===== src/rtl/jtag_tap_controller.sv =====
// JTAG TAP controller: IEEE 1149.1 16-state machine on TCK, IR shift and
// instruction registers, DR-chain capture/shift/update strobes and
// registered TDO.
module jtag_tap_controller #(
  parameter int                   IR_LENGTH    = 5,
  parameter logic [IR_LENGTH-1:0] IDCODE_INSTR = IR_LENGTH'(1)
) (
  input  logic                 clock,
  input  logic                 reset,
  input  logic                 io_jtag_TMS,
  input  logic                 io_jtag_TDI,
  output logic                 io_jtag_TDO_data,
  output logic                 io_jtag_TDO_driven,
  input  logic                 io_chainIn_data,
  output logic                 io_chainOut_capture,
  output logic                 io_chainOut_shift,
  output logic                 io_chainOut_update,
  output logic                 io_chainOut_data,
  output logic [IR_LENGTH-1:0] io_output_instruction,
  output logic                 io_output_tapIsInTestLogicReset
);

  // Standard 1149.1 state encodings.
  localparam logic [3:0] TLR    = 4'hF;
  localparam logic [3:0] RTI    = 4'hC;
  localparam logic [3:0] SEL_DR = 4'h7;
  localparam logic [3:0] CAP_DR = 4'h6;
  localparam logic [3:0] SH_DR  = 4'h2;
  localparam logic [3:0] EX1_DR = 4'h1;
  localparam logic [3:0] PAU_DR = 4'h3;
  localparam logic [3:0] EX2_DR = 4'h0;
  localparam logic [3:0] UPD_DR = 4'h5;
  localparam logic [3:0] SEL_IR = 4'h4;
  localparam logic [3:0] CAP_IR = 4'hE;
  localparam logic [3:0] SH_IR  = 4'hA;
  localparam logic [3:0] EX1_IR = 4'h9;
  localparam logic [3:0] PAU_IR = 4'hB;
  localparam logic [3:0] EX2_IR = 4'h8;
  localparam logic [3:0] UPD_IR = 4'hD;

  // Fixed pattern captured into the IR shift register: LSBs 2'b01.
  localparam logic [IR_LENGTH-1:0] IR_CAPTURE = IR_LENGTH'(1);

  logic [3:0]           state_reg;
  logic [3:0]           state_next;
  logic [IR_LENGTH-1:0] ir_shift_reg;
  logic [IR_LENGTH-1:0] instruction_reg;
  logic                 tdo_data_reg;
  logic                 tdo_driven_reg;

  // Next-state decode from the TMS sample.
  always_comb begin
    state_next = TLR;
    case (state_reg)
      TLR:     state_next = io_jtag_TMS ? TLR    : RTI;
      RTI:     state_next = io_jtag_TMS ? SEL_DR : RTI;
      SEL_DR:  state_next = io_jtag_TMS ? SEL_IR : CAP_DR;
      CAP_DR:  state_next = io_jtag_TMS ? EX1_DR : SH_DR;
      SH_DR:   state_next = io_jtag_TMS ? EX1_DR : SH_DR;
      EX1_DR:  state_next = io_jtag_TMS ? UPD_DR : PAU_DR;
      PAU_DR:  state_next = io_jtag_TMS ? EX2_DR : PAU_DR;
      EX2_DR:  state_next = io_jtag_TMS ? UPD_DR : SH_DR;
      UPD_DR:  state_next = io_jtag_TMS ? SEL_DR : RTI;
      SEL_IR:  state_next = io_jtag_TMS ? TLR    : CAP_IR;
      CAP_IR:  state_next = io_jtag_TMS ? EX1_IR : SH_IR;
      SH_IR:   state_next = io_jtag_TMS ? EX1_IR : SH_IR;
      EX1_IR:  state_next = io_jtag_TMS ? UPD_IR : PAU_IR;
      PAU_IR:  state_next = io_jtag_TMS ? EX2_IR : PAU_IR;
      EX2_IR:  state_next = io_jtag_TMS ? UPD_IR : SH_IR;
      UPD_IR:  state_next = io_jtag_TMS ? SEL_DR : RTI;
      default: state_next = TLR;
    endcase
  end

  // TAP state register.
  always_ff @(posedge clock or negedge reset) begin
    if (!reset) state_reg <= TLR;
    else        state_reg <= state_next;
  end

  // IR shift register: capture fixed pattern, shift right with TDI into MSB.
  always_ff @(posedge clock or negedge reset) begin
    if (!reset) begin
      ir_shift_reg <= '0;
    end else if (state_reg == CAP_IR) begin
      ir_shift_reg <= IR_CAPTURE;
    end else if (state_reg == SH_IR) begin
      ir_shift_reg <= {io_jtag_TDI, ir_shift_reg[IR_LENGTH-1:1]};
    end
  end

  // Instruction register: IDCODE on the edge entering (or staying in) TLR,
  // shifted value on UpdIR. The two never coincide since UpdIR cannot reach TLR.
  always_ff @(posedge clock or negedge reset) begin
    if (!reset) begin
      instruction_reg <= IDCODE_INSTR;
    end else if (state_next == TLR || state_reg == TLR) begin
      instruction_reg <= IDCODE_INSTR;
    end else if (state_reg == UPD_IR) begin
      instruction_reg <= ir_shift_reg;
    end
  end

  // TDO register: one edge behind the shift state, undriven elsewhere.
  always_ff @(posedge clock or negedge reset) begin
    if (!reset) begin
      tdo_data_reg   <= 1'b0;
      tdo_driven_reg <= 1'b0;
    end else if (state_reg == SH_IR) begin
      tdo_data_reg   <= ir_shift_reg[0];
      tdo_driven_reg <= 1'b1;
    end else if (state_reg == SH_DR) begin
      tdo_data_reg   <= io_chainIn_data;
      tdo_driven_reg <= 1'b1;
    end else begin
      tdo_data_reg   <= 1'b0;
      tdo_driven_reg <= 1'b0;
    end
  end

  // Strobes come from the state register alone, so they are exclusive.
  assign io_chainOut_capture             = (state_reg == CAP_DR);
  assign io_chainOut_shift               = (state_reg == SH_DR);
  assign io_chainOut_update              = (state_reg == UPD_DR);
  assign io_chainOut_data                = io_jtag_TDI;
  assign io_output_instruction           = instruction_reg;
  assign io_output_tapIsInTestLogicReset = (state_reg == TLR);
  assign io_jtag_TDO_data                = tdo_data_reg;
  assign io_jtag_TDO_driven              = tdo_driven_reg;

endmodule


===== config.mk =====
export PLATFORM = sky130hd
export DESIGN_NAME = jtag_tap_controller
export DESIGN_NICKNAME = d
export VERILOG_FILES = /design/src/rtl/jtag_tap_controller.sv
export SDC_FILE = /design/constraint.sdc
export NUM_CORES = 1
export LEC_CHECK = 0
export CORE_MARGIN = 8
export CORE_UTILIZATION = 45
export CTS_CLUSTER_SIZE = 8
export DETAILED_ROUTE_END_ITERATION = 7
export PLACE_DENSITY = 0.73
export SYNTH_ARGS = -nofsm -noshare
export SYNTH_HDL_FRONTEND = slang
export SYNTH_SLANG_ARGS = --single-unit

===== constraint.sdc =====
create_clock -name clock -period 1.9 [get_ports clock]
set_input_delay 0.285 -clock clock [delete_from_list [all_inputs] [get_ports clock]]
set_output_delay 0.285 -clock clock [all_outputs]
set_load 0.01 [all_outputs]

==> Word-level counts from Yosys, hierarchy flattened <==
Index checks and enable logic that the tools add are counted.
{ "totals": {"elab_cells": 49, "in_bits": 5, "regBits": 16, "out_inout_bits": 12} }
{ "classes": {"muxes": 21, "n_eq_ne": 16, "reduce_logical": 7} }
{ "op_table": {"columns": ["operator", "n"], "rows": [
  ["case mux 4 bit (12 select lines)", 1],
  ["== test 4 bit, second input constant", 9],
  ["two-way mux 5 bit", 4],
  ["== test 4 x 3 -> 1 bit, second input constant", 4],
  ["two-way mux 2 bit", 6],
  ["two-way mux 3 bit", 4],
  ["== test 4 x 2 -> 1 bit, second input constant", 2],
  ["two-way mux 1 bit", 5],
  ["== test 4 x 1 -> 1 bit, second input constant", 1],
  ["logical NOT 4 bit", 1],
  ["two-way mux 4 bit", 1],
  ["nonzero test 2 bit", 2],
  ["OR reduction 2 bit", 2],
  ["OR reduction 3 bit", 1],
  ["logical OR 1 bit", 1]
]} }

==> Depth between registers and ports, before layout <==
Gate-level depths: netlist (run 1).
{ "logic_depth": {"depth_word": 6, "depth_mapped": 4, "depth_no_buf": 3} }

==> Worst setup path before layout (run 1) <==
Ideal clock, no wire load.
{ "synth_path": {"path_kind": "register to output", "startpoint": "reg state_reg[2]", "endpoint": "out io_chainOut_capture", "t_arrival_ns": 1.286, "required_ns": 1.615, "path_buffers": 1, "slack_ns": 0.329, "path_stages_with_launch": 4, "cell_sequence": "dfstp_2 clkbuf_1 clkinv_1 nor3_1"} }
{ "synth_via": {"elab_chain_len": 1} }
{ "synth_rtl": {"columns": ["element", "line_no", "text"], "rows": [
  ["start: declaration", "44", "logic [3:0] state_reg;"],
  ["start signal: assignment", "78", "else state_reg <= state_next;"],
  ["== test 4 x 3 -> 1 bit", "122", "assign io_chainOut_capture = (state_reg == CAP_DR);"],
  ["end: declaration", "15", "output logic io_chainOut_capture,"]
]} }
No other way between the ends.

==> Final worst setup path (run 1) <==
{ "layout_path": {"startpoint": "reg state_reg[2]", "endpoint": "out io_output_tapIsInTestLogicReset"} }
{ "layout_via": {"elab_chain_len": 1} }
{ "layout_rtl": {"columns": ["element", "line_no", "text"], "rows": [
  ["== test 4 bit", "127", "assign io_output_tapIsInTestLogicReset = (state_reg == TLR);"],
  ["end: declaration", "20", "output logic io_output_tapIsInTestLogicReset"]
]} }
No other way between the ends.

==> results, run 1 <==
- The run finished with clean final reports.
- A synthesized cell averages 9.99 µm².
- Along the worst path, the maximum fanout reaches 5.
- The average wire per standard cell is 13.9 µm.
- In this run the standard cell core region covers 1490 µm².
- Among all flip-flop cells after synthesis, the most frequent one is sky130_fd_sc_hd__dfrtp_1.
- The worst setup path is of the reg2out kind.
- The count of nets left with antenna violations after detail routing is 0.
- For the worst setup path, the data arrival time is 1480 ps.
- The die boundary height is 55.7 µm.
- The number of buffers added to fix hold violations after cts is 0.
- The number of standard-cell rows in the floorplan is 14.
- Summed over all nets, the half-perimeter wirelength after detailed placement is 1130 µm.
- The maximum clock insertion buffer count is 2.
- The net count of the finished layout is 100.
- The cell type with the largest total area after synthesis is sky130_fd_sc_hd__dfrtp_1.
- The cell with the largest stage delay on the worst path is sky130_fd_sc_hd__dfstp_2.
- In this run, synthesis inferred 0 flip-flops with an integrated enable.
- Across the routed clock network, the largest skew measured is 2.92 ps.
- By area the synthesized netlist is led by sky130_fd_sc_hd__dfrtp_1 (39%), sky130_fd_sc_hd__dfstp_2 (19%), sky130_fd_sc_hd__nand2_1 (6.3%), sky130_fd_sc_hd__a22o_1 (4.9%), sky130_fd_sc_hd__o21ai_0 (4.9%).
- The area added between synthesis and finish is 33.5%.
- The tree built by TritonCTS fans out to 16 sinks.
- The final wirelength is 1530 µm.
- The total CTS buffers is 3.
- Before antenna repair, the detailed router went through 4 iterations.
- TritonCTS built the clock tree.
- Sequential elements use 57.3% of the synthesized area.
- Setup repair after global routing left no endpoint under its margin.
- In this run the biggest area consumer among cell types represents 38.8% of the synthesized area.
- The count of different cell masters after synthesis is 22.
- The total of fill cells in the finished design is 116.
- Headroom to the max-slew limit came out at 71.2%.
- The mapped cell area is 709 µm².
- The congestion estimate from routability-driven global placement came to 0.906.
- CTS built an H-tree with a depth of 1.
- For the pin with the worst max-slew slack, the measured transition is 430 ps.
- The number of buffers and inverters on the critical path is 2.
- The antenna cell count is 0.
- The routed layout has 591 vias.
- The worst path required time is 1620 ps.
- On the worst path, the slowest cell contributes a delay of 590 ps.
- After layout, the worst setup slack is 130 ps.
- The number of violations of the max-capacitance limit is 0.
- The gate count after technology mapping is 71.
- The static leakage power is 0.441 nW.
- Cells fill 63.6% of the core in the end.
- The via density per instance is 5.37.
- Traced cell by cell, the critical path runs through clkinv_1, nor3_1, dlygate4sd2_1.
- The root buffer cell chosen for the clock tree is sky130_fd_sc_hd__clkbuf_4.
- The first global-routing pass estimated 2660 µm of wire.
- The smallest clock period supported by the final layout is computed as 1770 ps.
- After global routing the overflow that remains totals 0.
- The power per cell area is 1520 nW/µm².
- For this design the top-level I/O count stands at 17.
- The total nets after synthesis is 76.
- The proportion of synthesized flip-flops having asynchronous set or reset is 100%.
- The initial antenna violation count is 0.
- Counting instances in the post-synthesis netlist gives the leading cell types as sky130_fd_sc_hd__nand2_1 (12), sky130_fd_sc_hd__dfrtp_1 (11), sky130_fd_sc_hd__o21ai_0 (7).
- The DRC violation count after routing is 0.
- Among all cell types in the netlist, the one instantiated most often is sky130_fd_sc_hd__nand2_1.
- The initial core utilization is 47.6%.
- The cell type group with the largest total delay on the critical path is flip-flops.
- The final number of hold-violating endpoints came to 0.
- The largest net degree at the start of global routing is 11.
- Including well taps, the total number of placed cells is 104.
- The number of pins with negative max-slew slack in the final report is 0.
- The achievable frequency is 0.565 GHz.
- The final setup violation count is 0.
- The accumulated negative setup slack is 0 ps.
- STA classifies the critical path startpoint as a flop.
- The die covers 3100 µm².
- The worst setup slack after placement is 96.6 ps.
- At the later pin of the worst-skew pair, clock insertion delay measures 280 ps.
- The total number of yosys warnings is 0.
- The total track usage is 10.0%.
- The die is 55.7 µm wide.
- Of the cells placed in the final design, the portion with a size suffix greater than 1 is 17.0%.
- In this run, synthesis produced a sequential element count of 16.
- The highest ir drop seen on vdd is 0.913 mV.
- The kind of capture point of the worst setup path is a primary output.
- The number of global-route vias before repair is 588.
- The period utilization is 93.2%.
- The total of buffers placed on input and output ports is 16.
- The iteration-0 DRC count of the detailed router is 11.
- The final instance count without filler cells is 110.
- The classification of the worst-slack hold path is in2async.
- The CTS clock-pin slew for the worst setup and hold paths is 90 ps.
==> per-stage QoR <==
stage / area, µm² / hold slack, ps / total power (W)
3_3_place_gp: 901 / 479 / 0.00120
6_report: 947 / 302 / 0.00144
2_1_floorplan: 709 / -10.6 / 0.000952
3_5_place_dp: 901 / 461 / 0.00121
4_1_cts: 947 / 301 / 0.00145
5_1_grt: 947 / 316 / 0.00155
==> final cells by class <==
| class | instances | area (µm²) | area share (%) |
|---|---|---|---|
| inverters | 4 | 15.0 | 1.59 |
| well taps | 16 | 20.0 | 2.11 |
| repair buffers | 23 | 208 | 21.9 |
| flip-flops and latches | 16 | 407 | 42.9 |
| clock buffers | 4 | 36.3 | 3.83 |
| multi-input cells | 47 | 262 | 27.6 |
==> worst paths after layout <==
path                                          startpoint                               to  slack (ps)  cells after the start
worst max-delay path                        state_reg[2]  io_output_tapIsInTestLogicReset         130                      3
worst min-delay path                               reset         io_output_instruction[4]         300                      1
worst max register to register              state_reg[3]         io_output_instruction[2]         440                      3
worst min register to register  io_output_instruction[0]         io_output_instruction[0]         470                      2
max in group asynchronous                          reset         io_output_instruction[0]        1050                      2
min in group clock              io_output_instruction[0]         io_output_instruction[0]         470                      2
==> per-layer routing <==
| layer | vias up | GRT usage [%] | wire length (µm) |
|---|---|---|---|
| met3 | 2 | 4.11 | 131 |
| met1 | 276 | 13.1 | 701 |
| met5 | - | 0 | 0 |
| met4 | 0 | 2.11 | 8 |
| met2 | 22 | 15.1 | 689 |
| li1 | 291 | - | - |
==> timing repair <==
action / 4_1_cts / 5_1_grt
buffers inserted: 2 / 0
resized for setup: 4 / 0
setup endpoints to repair: 4 / 0
==> kinds of logic (layout without fill, tap and decap cells) <==
logic type      after synthesis  in the layout  synth area share (%)
compound gates               20             20                  18.2
buf+inv                       8             31                  5.82
flops                        16             16                  57.3
mux                           1              1                  1.41
simple gates                 26             26                  17.3
==> cells in the final DEF (no fill, tap or decap) <==
master	n
sky130_fd_sc_hd__nand2_1	12
sky130_fd_sc_hd__clkdlybuf4s50_1	12
sky130_fd_sc_hd__dfrtp_1	11
sky130_fd_sc_hd__o21ai_0	7
sky130_fd_sc_hd__buf_4	7
sky130_fd_sc_hd__nor3_1	5
sky130_fd_sc_hd__a21oi_1	5
sky130_fd_sc_hd__dfstp_2	5
sky130_fd_sc_hd__nor2_1	4
sky130_fd_sc_hd__a22o_1	4
sky130_fd_sc_hd__dlygate4sd2_1	4
sky130_fd_sc_hd__inv_1	3
sky130_fd_sc_hd__clkbuf_4	3
sky130_fd_sc_hd__nand2b_1	2
sky130_fd_sc_hd__nor3b_1	1
sky130_fd_sc_hd__clkinv_1	1
sky130_fd_sc_hd__o2bb2ai_1	1
sky130_fd_sc_hd__a211oi_1	1
sky130_fd_sc_hd__a221o_1	1
sky130_fd_sc_hd__mux2i_1	1
sky130_fd_sc_hd__nand3b_1	1
sky130_fd_sc_hd__or4b_1	1
sky130_fd_sc_hd__a21o_1	1
sky130_fd_sc_hd__clkbuf_8	1
==> power breakdown <==
group / internal, W / total [W] / leakage (nW) / switching (W)
clock: 0.000117 / 0.000221 / 0.0210 / 0.000104
combinational: 0.000297 / 0.000600 / 0.218 / 0.000303
sequential: 0.000499 / 0.000621 / 0.203 / 0.000121
total: 0.000913 / 0.00144 / 0.441 / 0.000528
Power figures use the tool's default switching activity.
==> inputs of run 2 (changes only) <==
--- a/config.mk
+++ b/config.mk
@@ -5,11 +5,15 @@
 export SDC_FILE = /design/constraint.sdc
 export NUM_CORES = 1
 export LEC_CHECK = 0
+export CELL_PAD_IN_SITES_DETAIL_PLACEMENT = 1
+export CELL_PAD_IN_SITES_GLOBAL_PLACEMENT = 1
 export CORE_MARGIN = 8
-export CORE_UTILIZATION = 45
+export CORE_UTILIZATION = 35
+export CTS_CLUSTER_DIAMETER = 120
 export CTS_CLUSTER_SIZE = 8
 export DETAILED_ROUTE_END_ITERATION = 7
-export PLACE_DENSITY = 0.73
+export MAX_ROUTING_LAYER = met4
+export PLACE_DENSITY_LB_ADDON = 0.1
 export SYNTH_ARGS = -nofsm -noshare
 export SYNTH_HDL_FRONTEND = slang
 export SYNTH_SLANG_ARGS = --single-unit
==> results, run 2 (synthesis gave the netlist of run 1 again) <==
- The classification of the worst-slack hold path is in2async.
- The cell family contributing the most delay on the critical path is flip-flops.
- The first-pass GRT wire length is 2790 µm.
- The clock tree root driver cell is sky130_fd_sc_hd__clkbuf_4.
- In the global route stage, overall resource usage came out at 10.8%.
- The final number of hold-violating endpoints is 0.
- IR analysis of the VDD net gives a maximum drop of 0.824 mV.
- The die span in x is 61.0 µm.
- The max-slew headroom at the worst pin is 77.9%.
- The initial antenna violation count is 0.
- On the worst path, the slowest cell contributes a delay of 610 ps.
- The average wire per standard cell is 14.6 µm.
- In the routed design, unresolved DRC markers number 0.
- The worst setup path is captured at a primary output.
- Relative to the synthesized area, the layout overhead comes to 34.4%.
- The met3 routing resource usage after global routing is 3.55%.
- The final wirelength is 1750 µm.
- The count of buffers added on input and output ports is 16.
- The number of global-route vias before repair is 597.
- The number of pins with negative max-slew slack in the final report is 0.
- Traced cell by cell, the critical path runs through nand2b_1, nor3_1, dlygate4sd2_1.
- Dividing total power by cell area gives a power density of 1510 nW/µm².
- After layout, the worst path uses 91.9% of the clock period.
- The biggest fanout along the worst timing path is 9.
- Buffers inserted during clock tree synthesis total 3.
- The tree built by TritonCTS fans out to 16 sinks.
- The number of buffers added to fix hold violations after cts is 0.
- Setup repair after global routing left no endpoint under its margin.
- The CTS clock-pin slew for the worst setup and hold paths is 90 ps.
- Global routing consumed, on the met1 layer, 12.5% of the routing resources.
- The final layout contains 99 nets.
- Between clock sinks in the finished design, the worst skew comes to 2.11 ps.
- The run finished with clean final reports.
- The detail route stage leaves a number of antenna-violating nets equal to 0.
- The number of H-tree branching levels is 1.
- After detailed routing, the number of vias per cell comes to 4.90.
- The die boundary height is 61.0 µm.
- In the layout the commonest cells are sky130_fd_sc_hd__nand2_1 (12), sky130_fd_sc_hd__clkdlybuf4s50_1 (12), sky130_fd_sc_hd__dfrtp_1 (11).
- After the first detailed-routing iteration, the DRC count stood at 5.
- The clock passes through at most 2 buffers.
- The later pin in the worst-skew pair is clocked with a latency of 280 ps.
- The post-layout minimum cycle time is 1750 ps.
- The placement-stage cell area is 915 µm².
- At the pin with the least slew margin, the transition time is 330 ps.
- Setup violations remaining at the end of the flow were counted as 0.
- The floorplan step defined a die boundary enclosing 3720 µm².
- The detailed placer's ending HPWL is 1290 µm.
- Summed over all layers, the global routing overflow is 0.
- The met2 demand-to-capacity share in global routing is 15.7%.
- On the critical path, the stage with the largest delay is an instance of sky130_fd_sc_hd__dfstp_2.
- At the worst endpoint, the arrival time is 1460 ps.
- The worst path required time is 1620 ps.
- The number of buffer and inverter instances along the worst setup path is 1.
- The initial core utilization is 36.5%.
- STA classifies the critical path startpoint as a flop.
- At the end of routability-driven placement, the weighted congestion stood at 0.757.
- The number of violations of the max-capacitance limit is 0.
- The most used routing layer in global routing is met2.
- The critical path class is reg2out.
- The number of placed I/O pins is 17.
- The accumulated negative setup slack is 0 ps.
- The number of standard-cell rows in the floorplan is 16.
- The detailed-route via count is 588.
- The static leakage power is 0.437 nW.
- The share of post-route cells with drive strength above 1 is 16.1%.
- The number of antenna diodes in the final layout is 0.
- The first-pass detailed-route iteration total is 2.
- The largest net degree at the start of global routing is 17.
- The floorplan step defined a core boundary enclosing 1940 µm².
- Timing would allow up to 0.572 GHz.
- TritonCTS built the clock tree.
- After routing the design area is 953 µm².
==> run 2: changes by cell type in the layout (fill, tap and decap cells not counted), sizes merged <==
cell / change
buf: -1
==> run 2: stage by stage <==
stage	instances	hold slack (ps)	setup slack, ps	utilization (%)	power (W)
detailed placement	115	479	107	47.1	0.00123
finish	120	313	153	49.1	0.00144
global placement	115	475	125	47.1	0.00121
floorplan	71	-10.6	329	-	0.000952
CTS	120	306	118	49.1	0.00146
global route	120	312	42.7	49.1	0.00156
==> run 2: area by class of cell <==
type | instances | area [µm²]
Timing Repair Buffer | 22 | 200
Sequential cell | 16 | 407
Inverter | 4 | 15.0
Tap cell | 27 | 33.8
Multi-Input combinational cell | 47 | 262
Fill cell | 247 | 988
Clock buffer | 4 | 36.3
==> run 2: power by group <==
| group | total, W | internal, W | switching [W] |
|---|---|---|---|
| logic | 0.000609 | 0.000286 | 0.000322 |
| registers | 0.000609 | 0.000499 | 0.000111 |
| clock network | 0.000223 | 0.000117 | 0.000106 |
| total | 0.00144 | 0.000902 | 0.000539 |
==> run 2: worst paths after layout <==
| kind | startpoint | end | slack (ps) | depth (start not counted) |
|---|---|---|---|---|
| max in group asynchronous | reset | io_output_instruction[0] | 1340 | 2 |
| hold / removal | reset | io_jtag_TDO_data | 310 | 2 |
| hold reg to reg | io_output_instruction[0] | io_output_instruction[0] | 490 | 2 |
| min in group clock | io_output_instruction[0] | io_output_instruction[0] | 490 | 2 |
| setup / recovery | state_reg[0] | io_chainOut_capture | 150 | 3 |
| setup reg to reg | state_reg[3] | io_output_instruction[3] | 280 | 4 |
==> run 2: worst reg2reg max path: cells and delay by family, from the launching register on <==
family | cells | cell delay (ps)
flip-flops | 1 | 380
buffers and inverters | 1 | 160
AND/OR/NAND/NOR | 1 | 530
AO/OA/AOI/OAI | 2 | 440
==> run 2: what timing repair did <==
| item | CTS | global route |
|---|---|---|
| endpoints found under the hold margin | 0 | 0 |
| buffers inserted | 1 | 0 |
| resized for setup | 4 | 0 |
| setup endpoints to repair | 4 | 0 |
==> run 2: metal layers <==
layer | vias to the layer above | wire (µm)
li1 | 292 | -
met1 | 285 | 817
met2 | 11 | 841
met3 | 0 | 92
met4 | 0 | 0
met5 | - | 0
==> inputs of run 3 (changes only) <==
--- a/config.mk
+++ b/config.mk
@@ -5,15 +5,16 @@
 export SDC_FILE = /design/constraint.sdc
 export NUM_CORES = 1
 export LEC_CHECK = 0
-export CELL_PAD_IN_SITES_DETAIL_PLACEMENT = 1
+export CELL_PAD_IN_SITES_DETAIL_PLACEMENT = 0
 export CELL_PAD_IN_SITES_GLOBAL_PLACEMENT = 1
 export CORE_MARGIN = 8
 export CORE_UTILIZATION = 35
+export CTS_BUF_LIST = sky130_fd_sc_hd__clkbuf_16
 export CTS_CLUSTER_DIAMETER = 120
 export CTS_CLUSTER_SIZE = 8
 export DETAILED_ROUTE_END_ITERATION = 7
 export MAX_ROUTING_LAYER = met4
-export PLACE_DENSITY_LB_ADDON = 0.1
+export PLACE_DENSITY_LB_ADDON = 0.2
 export SYNTH_ARGS = -nofsm -noshare
 export SYNTH_HDL_FRONTEND = slang
 export SYNTH_SLANG_ARGS = --single-unit
==> results, run 3 (synthesis gave the netlist of run 1 again) <==
- The run finished with clean final reports.
- After detailed routing, the average wire length per cell comes to 13.1 µm.
- During I/O placement, the number of pins put on the boundary was 17.
- The number of H-tree branching levels is 1.
- For this run, the number of standard cells in the final layout without fillers is 119.
- The count of nets left with antenna violations once routing finished came out at 0.
- The total of buffers placed on input and output ports is 16.
- The initial antenna violation count is 0.
- The number of gates resized after CTS is 4.
- Walking the worst path, the cells encountered are clkinv_1, nor3_1, dlygate4sd2_1.
- The smallest clock period supported by the final layout is computed as 1740 ps.
- The critical path startpoint is state_reg[2].
- Leaving out fill and tap cells, the most frequent cells in the layout are sky130_fd_sc_hd__nand2_1 (12), sky130_fd_sc_hd__clkdlybuf4s50_1 (12), sky130_fd_sc_hd__dfrtp_1 (11).
- The worst setup path is launched from a flop.
- After layout, the worst path uses 91.4% of the clock period.
- In the final timing run, aggregate negative setup slack is 0 ps.
- In this run the tightest slew margin relative to its limit is 78.0%.
- The maximum clock insertion buffer count is 2.
- IR analysis of the VDD net gives a maximum drop of 0.707 mV.
- Global routing used 9.67% of the available tracks across all layers.
- For this run, design rule violations remaining after detail routing come to 0.
- Across the run, the number of max-cap violations was 0.
- The number of pins with negative max-slew slack in the final report was 0.
- Using the TritonRoute via totals, the vias-per-cell ratio works out to 4.83.
- STA puts the critical path data arrival time at 1450 ps.
- The detailed placer's ending HPWL is 1140 µm.
- The routed layout has 575 vias.
- The number of clock buffers added by TritonCTS is 3.
- The total overflow reported by the global router is 0.
- The number of standard-cell rows in the floorplan is 16.
- The largest net degree at the start of global routing is 17.
- The clock latency on the worst-skew pair is 240 ps.
- The final wirelength is 1560 µm.
- The final number of hold-violating endpoints is 0.
- The CTS tree is done.
- The first-pass detailed-route iteration total is 4.
- For this run, the slowest stage of the critical path takes 590 ps.
- Fill cells in the final layout number 195.
- In this run the worst path has a maximum fanout of 8.
- Of the cells placed in the final design, the portion with a size suffix greater than 1 is 14.1%.
- The power per cell area is 1610 nW/µm².
- The initial core utilization is 36.5%.
- The die span in x is 61.0 µm.
- The worst register-to-register path begins at state_reg[3].
- The die boundary height is 61.0 µm.
- In the final design database the tool counted 98 nets.
- The post-CTS repair timing setup buffer count is 0.
- The area added between synthesis and finish is 39.3%.
- Setup violations remaining at the end of the flow were counted as 0.
- The first global-routing pass estimated 2570 µm of wire.
- The CTS clock-pin slew for the worst setup and hold paths is 50 ps.
- The static leakage power is 0.449 nW.
- The endpoint of the lowest-slack register-to-register path is io_output_instruction[4].
- On the critical path, the stage with the largest delay is an instance of sky130_fd_sc_hd__dfstp_2.
- The number of global-route vias before repair is 584.
- The post-layout utilization of the core is 50.9%.
- The die covers 3720 µm².
- The most critical setup path has its endpoint at io_chainOut_capture.
- The kind of capture point of the worst setup path is a primary output.
- The min-delay analysis places its worst path in the category in2async.
- The critical path class is reg2out.
- The worst register-to-register path has a depth of 4.
- Across all register-to-register paths, the minimum setup slack is 290 ps.
- For this run, the top clock speed supported by timing is 0.576 GHz.
- The number of sinks handled by clock tree synthesis is 16.
- For the final database, setup skew stands at 0.972 ps.
- Setup repair after global routing left no endpoint under its margin.
- The cell sitting at the root of the clock tree is a sky130_fd_sc_hd__clkbuf_16.
- The congestion estimate from routability-driven global placement came to 0.808.
- Buffers inserted to repair hold after CTS numbered 0.
- The antenna cell count is 0.
- The count of placed standard cells including taps is 115.
- For this block, the initial DRC count from the detailed router was 2.
- In this run the standard cell core region covers 1940 µm².
- For the worst setup path, the data required time is 1620 ps.
- For the pin with the worst max-slew slack, the measured transition is 329 ps.
run 3: routing by layer:
metal | wire length (µm) | track usage, % | part of all wire [%] | up-vias
li1 | - | - | - | 291
met1 | 761 | 11.2 | 49 | 271
met2 | 718 | 14.5 | 46 | 11
met3 | 69 | 2.71 | 4.4 | 2
met4 | 10 | 5.98 | 0.64 | 0
met5 | 0 | - | 0 | -
run 3: how the worst min path moves through the flow:
stage                     cells after the start                       end  slack [ps]                startpoint
after floorplan                               0          io_jtag_TDO_data         -10                     reset
after global placement                        2  io_output_instruction[0]         470  io_output_instruction[0]
after detailed placement                      2  io_output_instruction[0]         460  io_output_instruction[0]
after CTS                                     2           ir_shift_reg[4]         360                     reset
after global routing                          2           ir_shift_reg[3]         390                     reset
final                                         2  io_output_instruction[4]         360                     reset
run 3: worst max-delay path: cells and delay by family, from the launching register on:
family                 cells  cell delay, ps
DFF                        1             590
and+or+nand+nor            1             190
buffers and inverters      2             430
run 3: final cells by class:
class | count | area (µm²) | area share (%)
inverter | 4 | 15.0 | 1.52
sequential | 16 | 407 | 41.1
timing repair buffer | 21 | 193 | 19.5
multi-input combinational | 47 | 262 | 26.5
clock inverter | 1 | 3.75 | 0.380
clock buffer | 3 | 75.1 | 7.59
tap | 27 | 33.8 | 3.42
run 3: power breakdown:
part	internal (W)	leakage (nW)	switching (W)
Clock	0.000279	0.0385	0.000124
Sequential	0.000501	0.203	0.000123
Combinational	0.000273	0.208	0.000291
run 3: through the flow:
step | area (µm²) | setup WS (ps) | power [W] | hold WS [ps]
2_1_floorplan | 709 | 329 | 0.000952 | -10.6
3_3_place_gp | 915 | 130 | 0.00121 | 467
3_5_place_dp | 915 | 120 | 0.00121 | 456
4_1_cts | 988 | 139 | 0.00162 | 364
5_1_grt | 988 | 36.0 | 0.00170 | 388
6_report | 988 | 163 | 0.00159 | 364
